`src/rtl/booth_mul_iter.sv`:
```
// rtl/booth_mul_iter.sv - iterative radix-4 Booth multiplier, DIGITS_PER_CYCLE digits per clock
module booth_mul_iter #(
  parameter int WIDTH            = 32,
  parameter int DIGITS_PER_CYCLE = 1
) (
  input  logic                 clk,
  input  logic                 rstn,
  input  logic                 in_valid,
  output logic                 in_ready,
  input  logic [WIDTH-1:0]     multiplicand,
  input  logic [WIDTH-1:0]     multiplier,
  input  logic                 is_signed,
  input  logic                 low_only,
  output logic                 out_valid,
  input  logic                 out_ready,
  output logic [2*WIDTH-1:0]   product,
  output logic                 busy
);

  localparam int ND    = WIDTH / 2 + 1;
  localparam int NL    = WIDTH / 2;
  localparam int ACC_W = 2 * WIDTH + 4;
  // Multiplier register holds the implicit bit -1 at bit 0, plus padding so the
  // last group of digits can always be sliced even when it runs past the operand.
  localparam int BW    = WIDTH + 3 + 2 * DIGITS_PER_CYCLE;
  localparam int DW    = $clog2(ND + DIGITS_PER_CYCLE) + 1;

  typedef enum logic [1:0] {
    IDLE = 2'd0,
    CALC = 2'd1,
    DONE = 2'd2
  } state_t;

  state_t           state, state_nxt;
  logic [ACC_W-1:0] a_sh;
  logic [ACC_W-1:0] acc;
  logic [ACC_W-1:0] acc_nxt;
  logic [ACC_W-1:0] pp;
  logic [BW-1:0]    b_sh;
  logic [DW-1:0]    digit_idx;
  logic [DW-1:0]    digit_lim;
  logic [2:0]       dsel;
  logic             low_q;
  logic             last_step;
  logic             zero_op;
  logic             a_fill;
  logic             b_fill;
  logic [ACC_W-1:0] a_load;
  logic [BW-1:0]    b_load;

  assign a_fill  = is_signed & multiplicand[WIDTH-1];
  assign b_fill  = is_signed & multiplier[WIDTH-1];
  assign a_load  = {{(ACC_W - WIDTH){a_fill}}, multiplicand};
  assign b_load  = {{(BW - WIDTH - 1){b_fill}}, multiplier, 1'b0};
  assign zero_op = (multiplicand == '0) || (multiplier == '0);

  assign digit_lim = low_q ? DW'(NL) : DW'(ND);
  assign last_step = (digit_idx + DW'(DIGITS_PER_CYCLE)) >= digit_lim;

  // Digits past ND (padding in the final step) are gated to contribute nothing.
  always_comb begin
    acc_nxt = acc;
    dsel    = '0;
    pp      = '0;
    for (int j = 0; j < DIGITS_PER_CYCLE; j++) begin
      dsel = b_sh[2*j +: 3];
      pp   = a_sh << (2 * j);
      if ((digit_idx + DW'(j)) < DW'(ND)) begin
        unique case (dsel)
          3'b001, 3'b010: acc_nxt = acc_nxt + pp;
          3'b011:         acc_nxt = acc_nxt + (pp << 1);
          3'b100:         acc_nxt = acc_nxt - (pp << 1);
          3'b101, 3'b110: acc_nxt = acc_nxt - pp;
          default:        acc_nxt = acc_nxt;
        endcase
      end
    end
  end

  always_comb begin
    state_nxt = state;
    in_ready  = 1'b0;
    out_valid = 1'b0;
    busy      = 1'b1;
    unique case (state)
      IDLE: begin
        in_ready = 1'b1;
        busy     = 1'b0;
        if (in_valid) state_nxt = zero_op ? DONE : CALC;
      end
      CALC: begin
        if (last_step) state_nxt = DONE;
      end
      DONE: begin
        out_valid = 1'b1;
        if (out_ready) state_nxt = IDLE;
      end
      default: state_nxt = IDLE;
    endcase
  end

  always_ff @(posedge clk or negedge rstn) begin
    if (!rstn) begin
      state     <= IDLE;
      a_sh      <= '0;
      b_sh      <= '0;
      acc       <= '0;
      digit_idx <= '0;
      low_q     <= 1'b0;
      product   <= '0;
    end else begin
      state <= state_nxt;
      unique case (state)
        IDLE: begin
          if (in_valid) begin
            a_sh      <= a_load;
            b_sh      <= b_load;
            low_q     <= low_only;
            acc       <= '0;
            digit_idx <= '0;
            product   <= '0;
          end
        end
        CALC: begin
          acc       <= acc_nxt;
          a_sh      <= a_sh << (2 * DIGITS_PER_CYCLE);
          b_sh      <= b_sh >> (2 * DIGITS_PER_CYCLE);
          digit_idx <= digit_idx + DW'(DIGITS_PER_CYCLE);
          if (last_step) begin
            product <= low_q ? {{WIDTH{1'b0}}, acc_nxt[WIDTH-1:0]} : acc_nxt[2*WIDTH-1:0];
          end
        end
        default: ;
      endcase
    end
  end

endmodule

```
`config.mk`:
```
export PLATFORM = sky130hd
export DESIGN_NAME = booth_mul_iter
export DESIGN_NICKNAME = d
export VERILOG_FILES = /design/src/rtl/booth_mul_iter.sv
export SDC_FILE = /design/constraint.sdc
export NUM_CORES = 1
export LEC_CHECK = 0
export CAP_MARGIN = 10
export CORE_ASPECT_RATIO = 0.5
export CORE_MARGIN = 2
export CORE_UTILIZATION = 45
export CTS_CLUSTER_DIAMETER = 100
export DETAILED_ROUTE_END_ITERATION = 8
export HOLD_SLACK_MARGIN = 0.15
export PLACE_DENSITY = 0.74
export REMOVE_ABC_BUFFERS = 1
export SETUP_SLACK_MARGIN = 0.05
export SLEW_MARGIN = 10
export SYNTH_ARGS = -nofsm -noshare
export SYNTH_HDL_FRONTEND = slang
export SYNTH_SLANG_ARGS = --single-unit
```
`constraint.sdc`:
```
create_clock -name clk -period 7.6 [get_ports clk]
set_clock_uncertainty 0.1 [all_clocks]
set_input_delay 1.52 -clock clk [delete_from_list [all_inputs] [get_ports clk]]
set_output_delay 1.52 -clock clk [all_outputs]
set_load 0.005 [all_outputs]
```
; Word-level counts from Yosys, hierarchy flattened
; Cells that the tools add are included.
[word_totals]
regBits = 246
inputBits = 70
output_inout_bits = 67
wordCells = 65
[classes]
add_sub_neg = 5
magnitude_cmp = 2
n_eq_ne = 13
n_mux = 23
bitwise_logic = 2
reduce_logical = 12
[op_table]
columns = op, count
row1 = 68-bit one-hot mux with 2 select lines, 2
row2 = 68-bit one-hot mux with 4 select lines, 1
row3 = 68-bit 2-to-1 mux, 3
row4 = 64-bit 2-to-1 mux, 3
row5 = 68-bit adder, 2
row6 = 68-bit subtractor, 2
row7 = 64-bit one-hot mux with 2 select lines, 1
row8 = 37-bit one-hot mux with 2 select lines, 1
row9 = 32-bit zero test, 2
row10 = 37-bit 2-to-1 mux, 1
row11 = 6-bit one-hot mux with 2 select lines, 1
row12 = 3-bit equality test (second input constant), 3
row13 = 2-bit 2-to-1 mux, 4
row14 = 2-bit inequality test (second input constant), 4
row15 = 6-bit by 1-bit adder with 6-bit output (second input constant), 1
row16 = 3-bit by 2-bit equality test with 1-bit output (second input constant), 2
row17 = 6-bit by 5-bit greater-or-equal comparator with 1-bit output, 1
row18 = 6-bit by 5-bit < comparator with 1-bit output (second input constant), 1
row19 = 6-bit 2-to-1 mux, 1
row20 = 2-bit one-hot mux with 3 select lines, 1
row21 = 3-bit AND reduction, 2
row22 = 5-bit by 1-bit inequality test with 1-bit output (second input constant), 1
row23 = 1-bit 2-to-1 mux, 4
row24 = 2-bit AND reduction, 2
row25 = other kinds (9), 11

; Depth between registers and ports, before layout
[logic_depth]
ltp_word = 7
depth_mapped = 25
ltp_nobuf = 23

; Least setup slack after synthesis
; No wires, ideal clock.
[synth_timing]
path_kind = flip-flop to flip-flop
start = register a_sh[22]
end = register acc[59]
setup_ps = 131
t_arrival_ps = 5486
t_required_ps = 7369
setup_slack_ps = 1883
stages_incl_launch_ff = 23
n_path_buf = 3
synth_period_minus_slack_ps = 5717
path_cell_list = dfrtp_1 or4_4 or2_4 or4_1 buf_2 or2_4 or3_1 buf_6 or3_4 nor3_2 nor2_1 xnor2_1 ha_1 clkbuf_1 nand4_1 or4_1 nor3b_1 o31ai_1 o21ai_0 a21oi_1 xnor2_1 a22oi_1 o21ai_0
[synth_via]
elab_chain_cells = 4
elab_cells_between_ends = 7
cone_classes = add/sub: 4 / mux: 3
[synth_lines]
columns = element, line_no
row1 = start: declaration, 35  ; logic [ACC_W-1:0] a_sh;
row2 = start signal: assignment, 116  ; a_sh <= a_load;
row3 = start signal: assignment, 126  ; a_sh <= a_sh << (2 * DIGITS_PER_CYCLE);
row4 = "68-bit subtractor, or another cell as far along", 73  ; 3'b101, 3'b110: acc_nxt = acc_nxt - pp;
row5 = 68-bit one-hot mux with 4 select lines (*), 69  ; unique case (dsel)
row6 = 68-bit 2-to-1 mux (*), 68  ; if ((digit_idx + DW'(j)) < DW'(ND)) begin
row7 = 68-bit one-hot mux with 2 select lines (*), 113  ; unique case (state)
row8 = end signal: assignment, 125  ; acc <= acc_nxt;
row9 = end: declaration, 36  ; logic [ACC_W-1:0] acc;
; Mark *: on every way between the ends. The rest lies on a longest branch, timed or not. The select of a mux whose other input is x is not followed.
; A chain may end at the register's enable or synchronous reset.

; Final worst setup path
[layout_timing]
start = register a_sh[2]
end = register acc[63]
; The elaborated chain is that of the path after synthesis.

==> metrics.md <==
| Metric | Value |
|---|---|
| Status | completed |
| Register bit total from synthesis | 236 |
| Final Cycle Share | 94.6% |
| Hold Fails Final Rpt | 0 |
| Die Area | 48,400 um^2 |
| Antenna violations before repair | 0 |
| CP cell instances | nor3_1, nand3_1, or3_1, or3_1, or3_1, nor3_1, and2_1, nor3b_1, nor2_1, xnor2_1, ha_1, and3_1, nand4_1, or3_1, nor2_1, nand2_1, a31oi_1, nor2_1, o211ai_1, o311ai_1, o22a_1, a22o_1 |
| Commonest non-fill, non-tap cell in the layout | nand2_1 |
| Ys async rst share | 100% |
| Cells after Synth | 2,797 |
| Remaining DRCs | 0 |
| Met1 usage | 46.3% |
| RePlAce Congestion | 1.02 |
| RSZ-0062 raised after global routing | false |
| Total Routing Usage GR | 32.9% |
| Met3 Usage GRT | 6.66% |
| Num CTS Buffers | 26 |
| Final setup violation count | 0 |
| Vias per cell | 6.27 |
| Seq/Total Area, Yosys | 28.2% |
| Met2 GRT Util | 49.2% |
| Peak Freq | 139 MHz |
| Startpoint Class | flip-flop |
| I/O Pins | 137 |
| I/O Buffers | 136 |
| DR pass1 iterations | 5 |
| Clock tree root buffer cell | clkbuf_16 |
| Post-synth EDFFs | 0 |
| Hold Crit Class | flip-flop to flip-flop |
| Clock sinks | 236 |
| Relative slew slack | 17.0% |
| Area delta synth->final | 12.9% |
| Share of layout cells above drive strength 1 | 4.63% |
| CP endpoint kind | flip-flop |
| H-tree depth | 1 |
| Top Usage Layer GRT | met2 |
| Reg2Reg Setup Slack | 0.41 ns |
| Hold depth | 2 |
| Core Region | 45,600 um^2 |
| Reg-to-Reg Start | a_sh[2] |
| First-pass GRT wire length | 122 mm |
| Vias | 21,663 |
| Hold path endpoint | product[18] |
| Clock Latency Late Sink | 0.60 ns |
| Critical path type | flip-flop to flip-flop |
| Cell area after layout | 23,700 um^2 |
| Netlist cell types | 85 |
| Fillers | 4,443 |
| Slew Limit Fails | 0 |
| Synth Area per Inst | 7.49 um^2 |
| Crit-path slowest cell | a31oi_1 |
| Commonest cells after routing, fill and taps aside | nand2_1 (457), nor2_1 (311), dfrtp_1 (236) |
| Number of global-route vias before repair | 20,088 |
| Die width | 309 um |
| Die Ht | 157 um |
| Synth Flop Type | dfrtp_1 |
| DRC violation total after the first TritonRoute iteration | 2,435 |
| RR Endpoint | acc[63] |
| Nets | 3,012 |
| Max incr delay on CP | 0.71 ns |
| Family with the most delay on the worst path | simple AND/OR/NAND/NOR gates |
| Most frequent CP cell | or3_1 |
| Placed inst area | 22,800 um^2 |
| Levels on crit path | 22 |
| Buf/Inv on CP | 0 |
| Period minus WS final | 7.19 ns |
| DRT Wirelength | 80.9 mm |
| Highest net fanout along the worst path | 6 |
| Worst-case clock buffer depth | 3 |
| Number of max-cap violations | 0 |
| Netlist Area Pre-Place | 21,000 um^2 |
| Worst Hold Launch | product[18] |
| Clock-pin slew on the worst setup and hold paths | 0.07 ns |
| Grt total ovfl | 0 |
| N_diodes | 0 |
| CTS tree | done |
| Pin slew with the least headroom to its limit | 1.24 ns |
| Hpwl dp | 60.3 mm |
| Wire per inst | 23.4 um |
| Yosys warns | 0 |
| WP data required | 7.96 ns |
| Largest net degree at the start of global routing | 104 |
| DRT antenna net count | 0 |
| Standard-cell rows | 55 |
| Reg2reg path depth | 22 |
| CP arrival | 7.55 ns |
| Starting density of the core | 46.0% |
layer usage:
metal  part of all wire, %  wire length (um)
met1                    44             35800
met2                    42             34200
met3                   8.9              7180
met4                   4.5              3670
met5                     0                 0
logic make-up after synthesis:
family	Yosys count	synth area share, %
fa+ha+maj	135	8.13
simple gates	1073	22.7
buf+inv	228	4.18
flops	236	28.2
mux	6	0.298
compound gates	885	26.7
xor+xnor	234	9.78
cells in the mapped netlist, types with 45 or more instances:
cell	number	area (um^2)
a31oi_1	87	544
a21o_1	96	721
nor2_1	314	1180
nor3_1	48	240
nand4_1	45	282
dfrtp_1	236	5910
o21ai_0	232	1160
a21oi_1	213	1070
clkbuf_1	172	646
xor2_1	98	858
ha_1	133	1660
nand2_1	458	1720
xnor2_1	136	1190
area by class of cell:
class | count | area (um^2) | area share (%)
flip-flops and latches | 236 | 5910 | 25.0
clock inverters | 18 | 208 | 0.878
well taps | 627 | 785 | 3.32
repair buffers | 173 | 1660 | 7.00
inverters | 37 | 139 | 0.587
multi-input cells | 2333 | 14300 | 60.3
clock buffers | 30 | 686 | 2.90
worst max-delay path by stage:
stage | start | endpoint | slack (ns)
finish | a_sh[2] | acc[63] | 0.41
global route | a_sh[2] | product[55] | 0.05
floorplan | in_valid | product[48] | -3.42
detailed placement | a_sh[22] | acc[59] | 0.63
CTS | a_sh[1] | acc[59] | 0.57
global placement | a_sh[22] | acc[59] | 0.70
through the flow:
stage | worst slack [ns] | TNS, ns | hold WS, ns | cells | utilization, %
after floorplan | -3.42 | -254.19 | 0.350 | 2606 | -
after global placement | 0.703 | 0 | 0.359 | 3406 | 50.0
after detailed placement | 0.626 | 0 | 0.362 | 3406 | 50.0
after CTS | 0.568 | 0 | 0.379 | 3454 | 51.9
after global routing | 0.0540 | 0 | 0.404 | 3454 | 51.9
final | 0.407 | 0 | 0.374 | 3454 | 51.9
worst reg2reg max path, cell delays in order (launching register included):
cell,delay (ns)
dfrtp_1,0.45
nor3_1,0.47
nand3_1,0.26
or3_1,0.40
or3_1,0.40
or3_1,0.39
nor3_1,0.45
and2_1,0.25
nor3b_1,0.28
nor2_1,0.09
xnor2_1,0.13
ha_1,0.39
and3_1,0.29
nand4_1,0.16
or3_1,0.37
nor2_1,0.10
nand2_1,0.18
a31oi_1,0.71
nor2_1,0.26
o211ai_1,0.23
o311ai_1,0.19
o22a_1,0.26
a22o_1,0.21
state kept, by name, summed over array words and instances, names as in the netlist:
name / cells
state: 2
product: 64
b_sh: 35
digit_idx: 6
acc: 64
low_q: 1
a_sh: 64
timing repair:
action,4_1_cts,5_1_grt
hold endpoints to repair,0,0
buffers inserted,0,0
gates resized for setup,0,1
hold buffers,0,0
endpoints found under the setup margin,0,1
Power is not shown: default switching activity piles up to over one toggle a cycle in this logic, so the estimate is an artifact.
==> edit, RTL diff (same flow settings) <==
The parameter `WIDTH` goes from 32 to 16.
--- a/src/rtl/booth_mul_iter.sv
+++ b/src/rtl/booth_mul_iter.sv
@@ -1,6 +1,6 @@
 // rtl/booth_mul_iter.sv - iterative radix-4 Booth multiplier, DIGITS_PER_CYCLE digits per clock
 module booth_mul_iter #(
-  parameter int WIDTH            = 32,
+  parameter int WIDTH            = 16,
   parameter int DIGITS_PER_CYCLE = 1
 ) (
   input  logic                 clk,
Ports: changed (resized multiplicand, multiplier and product); port bits go from 137 to 73. The function was not compared with the original's and may differ.
==> edit against the original RTL <==
Worst setup slack improved by 2.1 ns; worst hold slack got worse by 0.0016 ns; final area fell by 50%; area after synthesis fell by 51%; sequential cell count fell by 113; via count fell by 52%; fmax rose by 41%; non-clock buffer count fell by 85; wire length fell by 59%; highest routed layer unchanged; critical path type unchanged.
Power is not shown: default switching activity piles up to over one toggle a cycle in this logic, so the estimate is an artifact.
==> edit: results (changes against the original RTL) <==
Outcome
  • Outcome: completed

Synthesis
  • Synth area leaders: sky130_fd_sc_hd__dfrtp_1 30%, sky130_fd_sc_hd__ha_1 8.3%, sky130_fd_sc_hd__nand2_1 8.2%
  • Top cells by instance count after synthesis: 225 x sky130_fd_sc_hd__nand2_1, 136 x sky130_fd_sc_hd__nor2_1, 123 x sky130_fd_sc_hd__dfrtp_1
  • Number of distinct library cell variants in the gate-level netlist after synthesis: 81 (-4.7%)
  • Sequential area share after synthesis: 30.0% (+1.8 points)

Drt
  • Average via count per standard cell: 6.19 (-1.3%)
  • Metal2 WL: 14400 um (-58%)
  • Violation count after the first detailed-route iteration: 1191 (-51%)
  • Wire length reported by the detailed router: 33400 um (-59%)

Min path
  • Hold Path Origin: product[13]

GRT
  • First-pass GRT wire length: 52900 um (-57%)
  • Maximum number of pins on one net before global-route repair: 87 (-16%)
  • Total Routing Usage GR: 28.0% (-4.9 points)

Setup path
  • Delay of the slowest cell on the worst path: 0.44 ns (-0.27 ns)
  • Critical-path top delay cell: sky130_fd_sc_hd__dfrtp_1
  • Worst reg2reg startpoint: a_sh[0]
  • Arrival time of data at the critical path endpoint: 5.34 ns (-2.21 ns)
  • Worst Reg2Reg Path Length in Cells: 19 (-14%)

CTS
  • Number of CTS-inserted buffers: 17 (-35%)
  • Clock insertion delay at the later pin of the skew report: 0.44 ns (-0.16 ns)
  • CTS H-Tree Depth: 4 (+3)

Placement
  • Number of buffer cells added on primary ports: 72 (-47%)
  • Detail Placement HPWL: 24500 um (-59%)

Layout
  • Fraction of final layout cells sized beyond drive strength 1: 5.21% (+0.57 points)
  • Biggest registers after layout: a_sh x32, acc x32, product x32
  • Final-stage net count: 1459 (-52%)

STA
  • Transition time of the tightest slew-check pin: 1.13 ns (-0.116 ns)
-- edit: path summary, 6_finish.rpt --
kind                               endpoint  slack (ns)
worst max-delay path            product[30]        2.49
worst min-delay path            product[13]        0.37
worst max register to register  product[30]        2.49
worst min register to register  product[13]        0.37
max in group asynchronous          a_sh[20]        4.96
min in group asynchronous        product[8]        1.07
-- edit: cell type report --
class                      instances  area, sq um
fill                            2055        10300
multi-input combinational       1098         6780
sequential                       123         3080
timing repair buffer              88          838
clock buffer                      23          478
tap                              300          375
clock inverter                     9          113
inverter                          23         86.3
-- edit: kinds of logic (layout without fill, tap and decap cells) --
family	count (synthesis)	after routing	share of synthesized area, %
adder cells (fa/ha/maj)	70	70	8.69
multiplexers	7	7	0.683
AO/OA/AOI/OAI	420	420	26.3
XOR/XNOR	104	104	8.96
flip-flops	123	123	30.0
AND/OR/NAND/NOR	497	497	21.2
buffers and inverters	107	143	4.11
-- edit: worst max-delay path: cells and delay by family, from the launching register on --
| family | cells | cell delay (ns) |
|---|---|---|
| xor gates and xnor gates | 2 | 0.33 |
| and+or+nand+nor | 10 | 2.40 |
| AOI/OAI and AO/OA | 4 | 1.06 |
| adders and majority gates | 2 | 0.57 |
| buffers and inverters | 1 | 0.11 |
| DFF | 1 | 0.44 |
-- edit: per-layer routing --
layer / global-route usage, % / up-vias
li1: - / 4834
met1: 39.8 / 4931
met3: 6.80 / 67
met2: 41.6 / 469
met5: 0 / -
met4: 9.27 / 0
-- edit: metrics by stage --
| stage | worst slack (ns) | hold WS [ns] | cell area, sq um | instances |
|---|---|---|---|---|
| after floorplan | 0.884 | 0.350 | 9920 | 1244 |
| after detailed placement | 2.64 | 0.362 | 11200 | 1632 |
| after global routing | 2.27 | 0.415 | 11800 | 1664 |
| after global placement | 2.78 | 0.357 | 11200 | 1632 |
| final | 2.49 | 0.372 | 11800 | 1664 |
| after CTS | 2.61 | 0.377 | 11800 | 1664 |
